--- src/rtl/fpu_issue_ctrl_pkg.sv ---
// Shared definitions for the FPU issue controller, its enable decoder and benches.
// Holds the FSM state type, command encodings, error codes and unit-index mapping.
package fpu_issue_ctrl_pkg;

    typedef enum logic [2:0] {
        ST_IDLE,
        ST_ISSUE,
        ST_WAIT,
        ST_DONE,
        ST_SRST
    } state_t;

    typedef enum logic [1:0] {
        OP_ADD = 2'd0,
        OP_SUB = 2'd1,
        OP_MUL = 2'd2,
        OP_FMA = 2'd3
    } fpu_op_t;

    typedef enum logic [1:0] {
        FMT_SINGLE  = 2'd0,
        FMT_BINARY  = 2'd1,
        FMT_DECIMAL = 2'd2,
        FMT_ILLEGAL = 2'd3
    } fpu_fmt_t;

    localparam logic [1:0] ERR_OK      = 2'd0;
    localparam logic [1:0] ERR_FORMAT  = 2'd1;
    localparam logic [1:0] ERR_TIMEOUT = 2'd2;
    localparam logic [1:0] ERR_UNIT    = 2'd3;

    localparam int NUM_UNITS = 12;

    // Units are laid out op-major, format-minor, counting down from bit 11.
    function automatic logic [3:0] expected_unit(input logic [1:0] op, input logic [1:0] fmt);
        logic [3:0] lin;
        lin = 4'(op) * 4'd3 + 4'(fmt);
        return 4'd11 - lin;
    endfunction

endpackage

--- src/rtl/fpu_timeout_cnt.sv ---
// 16-bit wait-cycle counter: load clears, enable counts, expire flags the last allowed cycle.
module fpu_timeout_cnt #(
    parameter int unsigned LIMIT = 255
) (
    input  logic clk,
    input  logic rst_n,
    input  logic load,
    input  logic en,
    output logic expire
);

    logic [15:0] count_q;
    logic [15:0] count_d;

    always_comb begin
        count_d = count_q;
        if (load) begin
            count_d = '0;
        end else if (en && (count_q != 16'hFFFF)) begin
            count_d = count_q + 16'd1;
        end
    end

    always_ff @(posedge clk) begin
        if (!rst_n) begin
            count_q <= '0;
        end else begin
            count_q <= count_d;
        end
    end

    // Counter starts at 0 in the first wait cycle, so LIMIT-1 marks the LIMIT-th cycle.
    assign expire = en && (count_q == 16'(LIMIT - 1));

endmodule

--- src/rtl/fpu_issue_ctrl.sv ---
// Issue controller: accepts one FPU command, rings the scalar or SIMD doorbell,
// waits for the matching unit to finish (or times out) and supports soft reset.
module fpu_issue_ctrl
    import fpu_issue_ctrl_pkg::*;
#(
    parameter int unsigned TIMEOUT_CYCLES = 255,
    parameter int unsigned SRST_CYCLES    = 4
) (
    input  logic        clk,
    input  logic        rst_n,
    input  logic        cmd_valid,
    output logic        cmd_ready,
    input  logic [1:0]  cmd_operation,
    input  logic [1:0]  cmd_format,
    input  logic        cmd_simd,
    input  logic        soft_rst_req,
    input  logic [11:0] unit_done,
    output logic        fpu_en,
    output logic [1:0]  fpu_operation,
    output logic [1:0]  fpu_format,
    output logic        fpu_doorbell_w,
    output logic        simd_doorbell,
    output logic        fpu_rst_w,
    output logic        busy,
    output logic        done_pulse,
    output logic [1:0]  err_code
);

    state_t      state_q, state_d;
    logic [1:0]  op_q, op_d;
    logic [1:0]  fmt_q, fmt_d;
    logic        simd_q, simd_d;
    logic [3:0]  exp_unit_q, exp_unit_d;
    logic [1:0]  err_q, err_d;
    logic [3:0]  srst_cnt_q, srst_cnt_d;
    logic        fpu_en_q, fpu_en_d;
    logic        fpu_db_q, fpu_db_d;
    logic        simd_db_q, simd_db_d;
    logic        fpu_rst_q, fpu_rst_d;
    logic        busy_q, busy_d;
    logic        done_q, done_d;

    logic        accept;
    logic        tmo_load;
    logic        tmo_en;
    logic        tmo_expire;

    assign cmd_ready = (state_q == ST_IDLE) && rst_n && !soft_rst_req;
    assign accept    = cmd_valid && cmd_ready;
    assign tmo_load  = (state_q == ST_ISSUE);
    assign tmo_en    = (state_q == ST_WAIT);

    fpu_timeout_cnt #(
        .LIMIT (TIMEOUT_CYCLES)
    ) u_timeout_cnt (
        .clk    (clk),
        .rst_n  (rst_n),
        .load   (tmo_load),
        .en     (tmo_en),
        .expire (tmo_expire)
    );

    always_comb begin
        state_d    = state_q;
        op_d       = op_q;
        fmt_d      = fmt_q;
        simd_d     = simd_q;
        exp_unit_d = exp_unit_q;
        err_d      = err_q;
        srst_cnt_d = srst_cnt_q;

        if (soft_rst_req) begin
            state_d    = ST_SRST;
            srst_cnt_d = '0;
        end else begin
            case (state_q)
                ST_IDLE: begin
                    if (accept) begin
                        err_d = ERR_OK;
                        if (cmd_format == FMT_ILLEGAL) begin
                            state_d = ST_DONE;
                            err_d   = ERR_FORMAT;
                        end else begin
                            state_d    = ST_ISSUE;
                            op_d       = cmd_operation;
                            fmt_d      = cmd_format;
                            simd_d     = cmd_simd;
                            exp_unit_d = expected_unit(cmd_operation, cmd_format);
                        end
                    end
                end
                ST_ISSUE: state_d = ST_WAIT;
                ST_WAIT: begin
                    // Completion beats timeout when both land in the same cycle.
                    if (unit_done[exp_unit_q]) begin
                        state_d = ST_DONE;
                        err_d   = ERR_OK;
                    end else if (|unit_done) begin
                        state_d = ST_DONE;
                        err_d   = ERR_UNIT;
                    end else if (tmo_expire) begin
                        state_d = ST_DONE;
                        err_d   = ERR_TIMEOUT;
                    end
                end
                ST_DONE: state_d = ST_IDLE;
                ST_SRST: begin
                    if (srst_cnt_q == 4'(SRST_CYCLES - 1)) begin
                        state_d = ST_IDLE;
                    end else begin
                        srst_cnt_d = srst_cnt_q + 4'd1;
                    end
                end
                default: state_d = ST_IDLE;
            endcase
        end

        fpu_en_d  = (state_d == ST_ISSUE) || (state_d == ST_WAIT);
        fpu_db_d  = (state_d == ST_ISSUE) && !simd_d;
        simd_db_d = (state_d == ST_ISSUE) && simd_d;
        fpu_rst_d = (state_d == ST_SRST);
        busy_d    = (state_d != ST_IDLE);
        done_d    = (state_d == ST_DONE);
    end

    always_ff @(posedge clk) begin
        if (!rst_n) begin
            state_q    <= ST_IDLE;
            op_q       <= '0;
            fmt_q      <= '0;
            simd_q     <= 1'b0;
            exp_unit_q <= '0;
            err_q      <= ERR_OK;
            srst_cnt_q <= '0;
            fpu_en_q   <= 1'b0;
            fpu_db_q   <= 1'b0;
            simd_db_q  <= 1'b0;
            fpu_rst_q  <= 1'b0;
            busy_q     <= 1'b0;
            done_q     <= 1'b0;
        end else begin
            state_q    <= state_d;
            op_q       <= op_d;
            fmt_q      <= fmt_d;
            simd_q     <= simd_d;
            exp_unit_q <= exp_unit_d;
            err_q      <= err_d;
            srst_cnt_q <= srst_cnt_d;
            fpu_en_q   <= fpu_en_d;
            fpu_db_q   <= fpu_db_d;
            simd_db_q  <= simd_db_d;
            fpu_rst_q  <= fpu_rst_d;
            busy_q     <= busy_d;
            done_q     <= done_d;
        end
    end

    assign fpu_en         = fpu_en_q;
    assign fpu_operation  = op_q;
    assign fpu_format     = fmt_q;
    assign fpu_doorbell_w = fpu_db_q;
    assign simd_doorbell  = simd_db_q;
    assign fpu_rst_w      = fpu_rst_q;
    assign busy           = busy_q;
    assign done_pulse     = done_q;
    assign err_code       = err_q;

endmodule

--- config.mk ---
export PLATFORM = sky130hd
export DESIGN_NAME = fpu_issue_ctrl
export DESIGN_NICKNAME = d
export VERILOG_FILES = /design/src/rtl/fpu_issue_ctrl_pkg.sv /design/src/rtl/fpu_timeout_cnt.sv /design/src/rtl/fpu_issue_ctrl.sv
export SDC_FILE = /design/constraint.sdc
export NUM_CORES = 1
export LEC_CHECK = 0
export ABC_AREA = 1
export CAP_MARGIN = 20
export CORE_MARGIN = 1
export CORE_UTILIZATION = 50
export CTS_CLUSTER_DIAMETER = 80
export CTS_CLUSTER_SIZE = 14
export DETAILED_ROUTE_END_ITERATION = 8
export GPL_ROUTABILITY_DRIVEN = 0
export GPL_TIMING_DRIVEN = 1
export PLACE_DENSITY = 0.75
export SETUP_SLACK_MARGIN = 0.2
export SLEW_MARGIN = 10
export SYNTH_ARGS = -nofsm -noshare
export SYNTH_HDL_FRONTEND = slang
export SYNTH_SLANG_ARGS = --single-unit
--- constraint.sdc ---
create_clock -name clk -period 3.9 [get_ports clk]
set_clock_uncertainty 0.1 [all_clocks]
set_input_delay 0.585 -clock clk [delete_from_list [all_inputs] [get_ports clk]]
set_output_delay 0.585 -clock clk [all_outputs]
set_load 0.05 [all_outputs]
After elaboration in Yosys (flattened, before gate mapping) --
Index checks and enable logic that the tools add are counted. W data, S select, Z words.
Word-level totals: bits in registers 40, bits in latches 0, RAM bits 0, memory bits (read-only) 0, input bits 21, output and inout port bits 13, memories kept 0
Operators by class: add/subtract/negate cells 4, multiply operators 1, divide/modulo/power cells 0, magnitude comparators 1, equality and inequality tests 13, shifts and indexed selects 0, mux-type cells 20, bitwise operators 4, reduce and logical (&&, ||, !) cells 19
Operators by type and width (number):
- $mux W3 | 6
- $add A16 B1 Y16 const B | 1
- $eq A16 B8 Y1 const B | 1
- $ne A16 B16 Y1 const B | 1
- $pmux W3 S4 | 1
- $reduce_or A12 Y1 | 1
- $mux W2 | 5
- $eq A3 B2 Y1 const B | 3
- $reduce_and A4 Y1 | 2
- $logic_and A1 B1 Y1 | 7
- $eq A3 B1 Y1 const B | 2
- $eq A3 B3 Y1 const B | 2
- $mux W1 | 6
- $lt A4 B5 Y1 const B | 1
- $add A4 B1 Y4 const B | 1
- $add A4 B2 Y4 | 1
- $bmux W1 S4 | 1
- $eq A4 B2 Y1 const B | 1
- $mul A2 B2 Y4 const B | 1
- $ne A4 B4 Y1 const B | 1
- $not A1 Y1 | 4
- $pmux W2 S2 | 1
- $reduce_or A2 Y1 | 2
- $sub A4 B4 Y4 const A | 1
- 8 further kinds | 9

Depth between registers and ports, before layout --
depth in word-level cells 9, gate-level depth with buffers 11, gate-level depth less buffers 11

By module --
From an unflattened synthesis, not the netlist that was laid out.
Unflattened totals: cells, all modules 322, area, all modules 2178.3 µm²
By module, submodules not included:
- fpu_issue_ctrl | times used 1, cells an instance 167, area each 1213.7 µm², seq. area each 460.4 µm²
- fpu_timeout_cnt | times used 1, cells an instance 155, area each 964.7 µm², seq. area each 320.3 µm²

Worst setup path before layout --
No wires, ideal clock.
path kind in2reg, start point input soft_rst_req, end point register exp_unit_q[2], library setup time 0.119 ns, arrival time 1.815 ns, required time 3.681 ns, path slack 1.866 ns, stages 9, path buffers 1, path through inv_1 > nand2_1 > nor2_2 > nand2_1 > inv_1 > nand2_1 > buf_2 > o21ai_0 > a21oi_1
On the way: longest elaborated chain between the ends 4
Ends and longest elaborated chain:
- from (decl) | RTL line fpu_issue_ctrl.sv:16 | input logic soft_rst_req,
- $logic_not A1 Y1 | RTL line fpu_issue_ctrl.sv:48 | assign cmd_ready = (state_q == ST_IDLE) && rst_n && !soft_rst_req;
- $logic_and A1 B1 Y1 | RTL line fpu_issue_ctrl.sv:48
- named net cmd_ready | RTL line fpu_issue_ctrl.sv:12 | output logic cmd_ready,
- $logic_and A1 B1 Y1 | RTL line fpu_issue_ctrl.sv:49 | assign accept = cmd_valid && cmd_ready;
- $reduce_and A4 Y1 (no line)
- to (signal assigned) | RTL line fpu_issue_ctrl.sv:146 | exp_unit_q <= exp_unit_d;
- to (decl) | RTL line fpu_issue_ctrl.sv:33 | logic [3:0] exp_unit_q, exp_unit_d;
The timed path passes the listed nets, and every way through them passes these cells. A chain may end at the register's enable or synchronous reset.

Final worst setup path --
start point input rst_n, end point output cmd_ready
On the way: longest elaborated chain between the ends 2
Ends and longest elaborated chain:
- from (decl) | RTL line fpu_issue_ctrl.sv:10 | input logic rst_n,
- $logic_and A1 B1 Y1 (2 in series) | RTL line fpu_issue_ctrl.sv:48
- to (decl) | RTL line fpu_issue_ctrl.sv:12
No other way between the ends.

==> results.toml <==
[global_routing]
grt_pass1_vias = 1795
overflow = 0
grt_max_degree = 17
grt_pass1_wl_mm = 7.36
grtUsageTotal_pct = 21.3
antenna_found_initial = 0

[worst_setup_path]
cp_max_fo = 12
critPathLaunchType = "input port"
cp-startpoint = "rst_n"
arrival_ns = 2.42
endpoint_kind = "output pin"
timing.rr.start = "u_timeout_cnt.count_q[1]$_SDFFE_PP0P_"
worst-setup-path-type = "input port to output pin"
crit_required_ns = 3.21

[synth]
synth-compound-area-share_pct = 9.81
syn_area_sq_mm = 0.00214
seq_area_frac_synth_pct = 36.4
synth_nets = 342
yosysWarnings = 0
synthXorXnorAreaFrac_pct = 4.50
synth_edf_count = 0
netlist_instances = 313
avgSynthCellArea_sq_um = 6.84
ys_seq_elements = 39
synth-simple-area-share_pct = 33.9
async_flop_share_pct = 0
synth_cell_type_count = 31
synth_top_family_by_area = "simple AND/OR/NAND/NOR gates"
synth_ff_type = "dfxtp_1"
synthMuxAreaShare_pct = 0
synth_adder_area_share_pct = 5.02

[power]
p_int_uw = 598
pwr-share-comb_pct = 13.6
ir_drop_mv = 0.260
seqPwrFrac_pct = 50.3
clkPwrFrac_pct = 36.1
powerDensity_mw_per_mm2 = 317
netSwitchingFraction_pct = 27.3
p_leak_uw = 0.00103
switching_power_uw = 224

[timing]
final.setup.tns_ns = 0
grt_setup_unrepaired = "no"
fin_crit_ns = 3.10
worst_slack_ns = 0.797
fin_crit_sh_pct = 79.6
fmax_ghz = 0.322
maxSlewViolCount = 0
relSlewSlack_pct = 60.7
final_hold_viol_count = 0
finalSetupViolations = 0
worst_slew_pin_slew_ns = 0.588

[layout]
n_antenna_cell = 0
finalNonFillerCells = 398
finalCoreUtilization_pct = 63.9
layout-drive-gt1-share_pct = 6.90
finalInstanceArea_sq_mm = 0.00259
nNetsFinal = 376
area_growth_pct = 21.1

[clock_tree]
clk_path_buf_depth = 2
clk_latency_ns = 0.30
root_buffer = "clkbuf_8"
ctsResizeCount = 0
cts_max_level = 2
clock_sinks = 39
path_clk_slew_ns = 0.08
cts_tree = "done"
post_cts_buffers = 0
cts_buffers = 5
cts_hold_buf = 0

[die]
coreArea_sq_mm = 0.00406
die_area_sq_mm = 0.00455
die_h_microns = 67.5
initial_core_util_pct = 52.8
row_count = 23
die_w_microns = 67.5
ios = 34

[routing]
first_pass_iters = 4
drt_wl_total_mm = 4.38
num_vias = 1995
first_iter_violations = 75
drc = 0
route.detailed.vias_per_inst = 5.01
wl_per_cell_microns = 11.0
ant_nets = 0

[placed_design]
dp_cells = 390
dp_slack_ns = 0.787
hpwl_mm = 3.36
placed_cell_area_sq_mm = 0.00249
numPortBuffers = 33

[status]
status = "complete, no violations"

[min_path]
holdCritStartpoint = "exp_unit_q[3]$_SDFFE_PN0P_"
hold_class = "flip-flop to flip-flop"

[run]
cap_violations = 0
==> registers in the layout (all words and copies together) (netlist names) <==
register,flops
done_pulse,1
state_q,3
exp_unit_q,4
fpu_doorbell_w,1
fpu_format,2
busy,1
err_code,2
fpu_operation,2
simd_doorbell,1
fpu_en,1
srst_cnt_q,4
fpu_rst_w,1
u_timeout_cnt.count_q,16
==> critical path, stage by stage <==
cell and delay (ns):
clkdlybuf4s50_1 0.69, nand2_1 0.18, nor2_2 0.15, clkdlybuf4s50_1 0.81
==> final timing paths <==
check,slack (ns),cells past startpoint,endpoint
setup / recovery,0.80,4,cmd_ready
setup reg to reg,2.25,9,u_timeout_cnt.count_q[2]$_SDFFE_PP0P_
hold reg to reg,0.38,2,exp_unit_q[3]$_SDFFE_PN0P_
hold / removal,0.38,2,exp_unit_q[3]$_SDFFE_PN0P_
==> synthesized netlist by cell type (3+ instances only) <==
master	instances	area [sq um]
a21oi_1	23	115
dfxtp_1	39	781
ha_1	7	87.6
inv_1	42	158
nand2_1	71	267
nand2_2	3	18.8
nand3_1	26	130
nand4_1	4	25.0
nor2_1	41	154
nor3_1	6	30.0
o21ai_0	14	70.1
xnor2_1	3	26.3
xor2_1	8	70.1
==> kinds of logic (layout without fill, tap and decap cells) <==
logic type                 Yosys count  count (layout)
AOI/OAI and AO/OA                   40              40
buffers and inverters               53              88
DFF                                 39              39
xor gates and xnor gates            11              11
and+or+nand+nor                    162             162
adders and majority gates            8               8
==> per-layer routing <==
metal  global-route usage (%)  vias to the layer above  wire length [microns]
met1                     25.3                      892                   2020
met3                     4.73                        7                    177
met2                     37.4                       38                   2120
met4                     7.18                        0                     67
li1                         -                     1058                      -
met5                        0                        -                      0
==> final cells by class <==
cell class | count | area [sq um]
fill | 382 | 1460
sequential | 39 | 781
clock inverter | 2 | 16.3
inverter | 47 | 180
clock buffer | 6 | 82.6
timing repair buffer | 33 | 330
tap | 50 | 62.6
multi-input combinational | 221 | 1140
==> through the flow <==
step           total power, uW  hold WS (ns)
6_report                   822         0.377
4_1_cts                    830         0.381
3_3_place_gp               534         0.366
3_5_place_dp               535         0.368
5_1_grt                    858         0.404
2_1_floorplan              490         0.345
==> placed cells by master, fill, tap and decap left out <==
| cell type | synthesis | routed |
|---|---|---|
| nand3_1 | 26 | 26 |
| nand2_4 | 1 | 1 |
| inv_1 | 42 | 42 |
| a31oi_1 | 2 | 2 |
| clkinv_2 | 1 | 1 |
| nor3_1 | 6 | 6 |
| clkinv_4 | 0 | 1 |
| nor2_2 | 1 | 1 |
| nor2_1 | 41 | 41 |
| nand4_1 | 4 | 4 |
| nor3b_1 | 2 | 2 |
| nor2_4 | 2 | 2 |
| clkinvlp_4 | 0 | 1 |
| fa_1 | 1 | 1 |
| o21ai_0 | 14 | 14 |
| nand2_2 | 3 | 3 |
| nor3_2 | 2 | 2 |
| xnor2_1 | 3 | 3 |
| nand2_1 | 71 | 71 |
| xor2_1 | 8 | 8 |
| a21oi_1 | 23 | 23 |
| inv_4 | 1 | 1 |
| ha_1 | 7 | 7 |
| inv_2 | 2 | 2 |
| clkinv_1 | 1 | 1 |
| nand3b_1 | 1 | 1 |
| dfxtp_1 | 39 | 39 |
| clkbuf_8 | 0 | 6 |
| a211oi_2 | 1 | 1 |
| clkdlybuf4s50_1 | 0 | 33 |
| nand3_2 | 2 | 2 |
==> power by group through the flow <==
stage,Combinational [uW],Clock [uW],Sequential (uW)
after global placement,111,0,423
after CTS,113,304,414
after global routing,124,318,415
after detailed placement,112,0,423
after floorplan,51.4,0,439
final,112,297,414
Power figures use the tool's default switching activity.
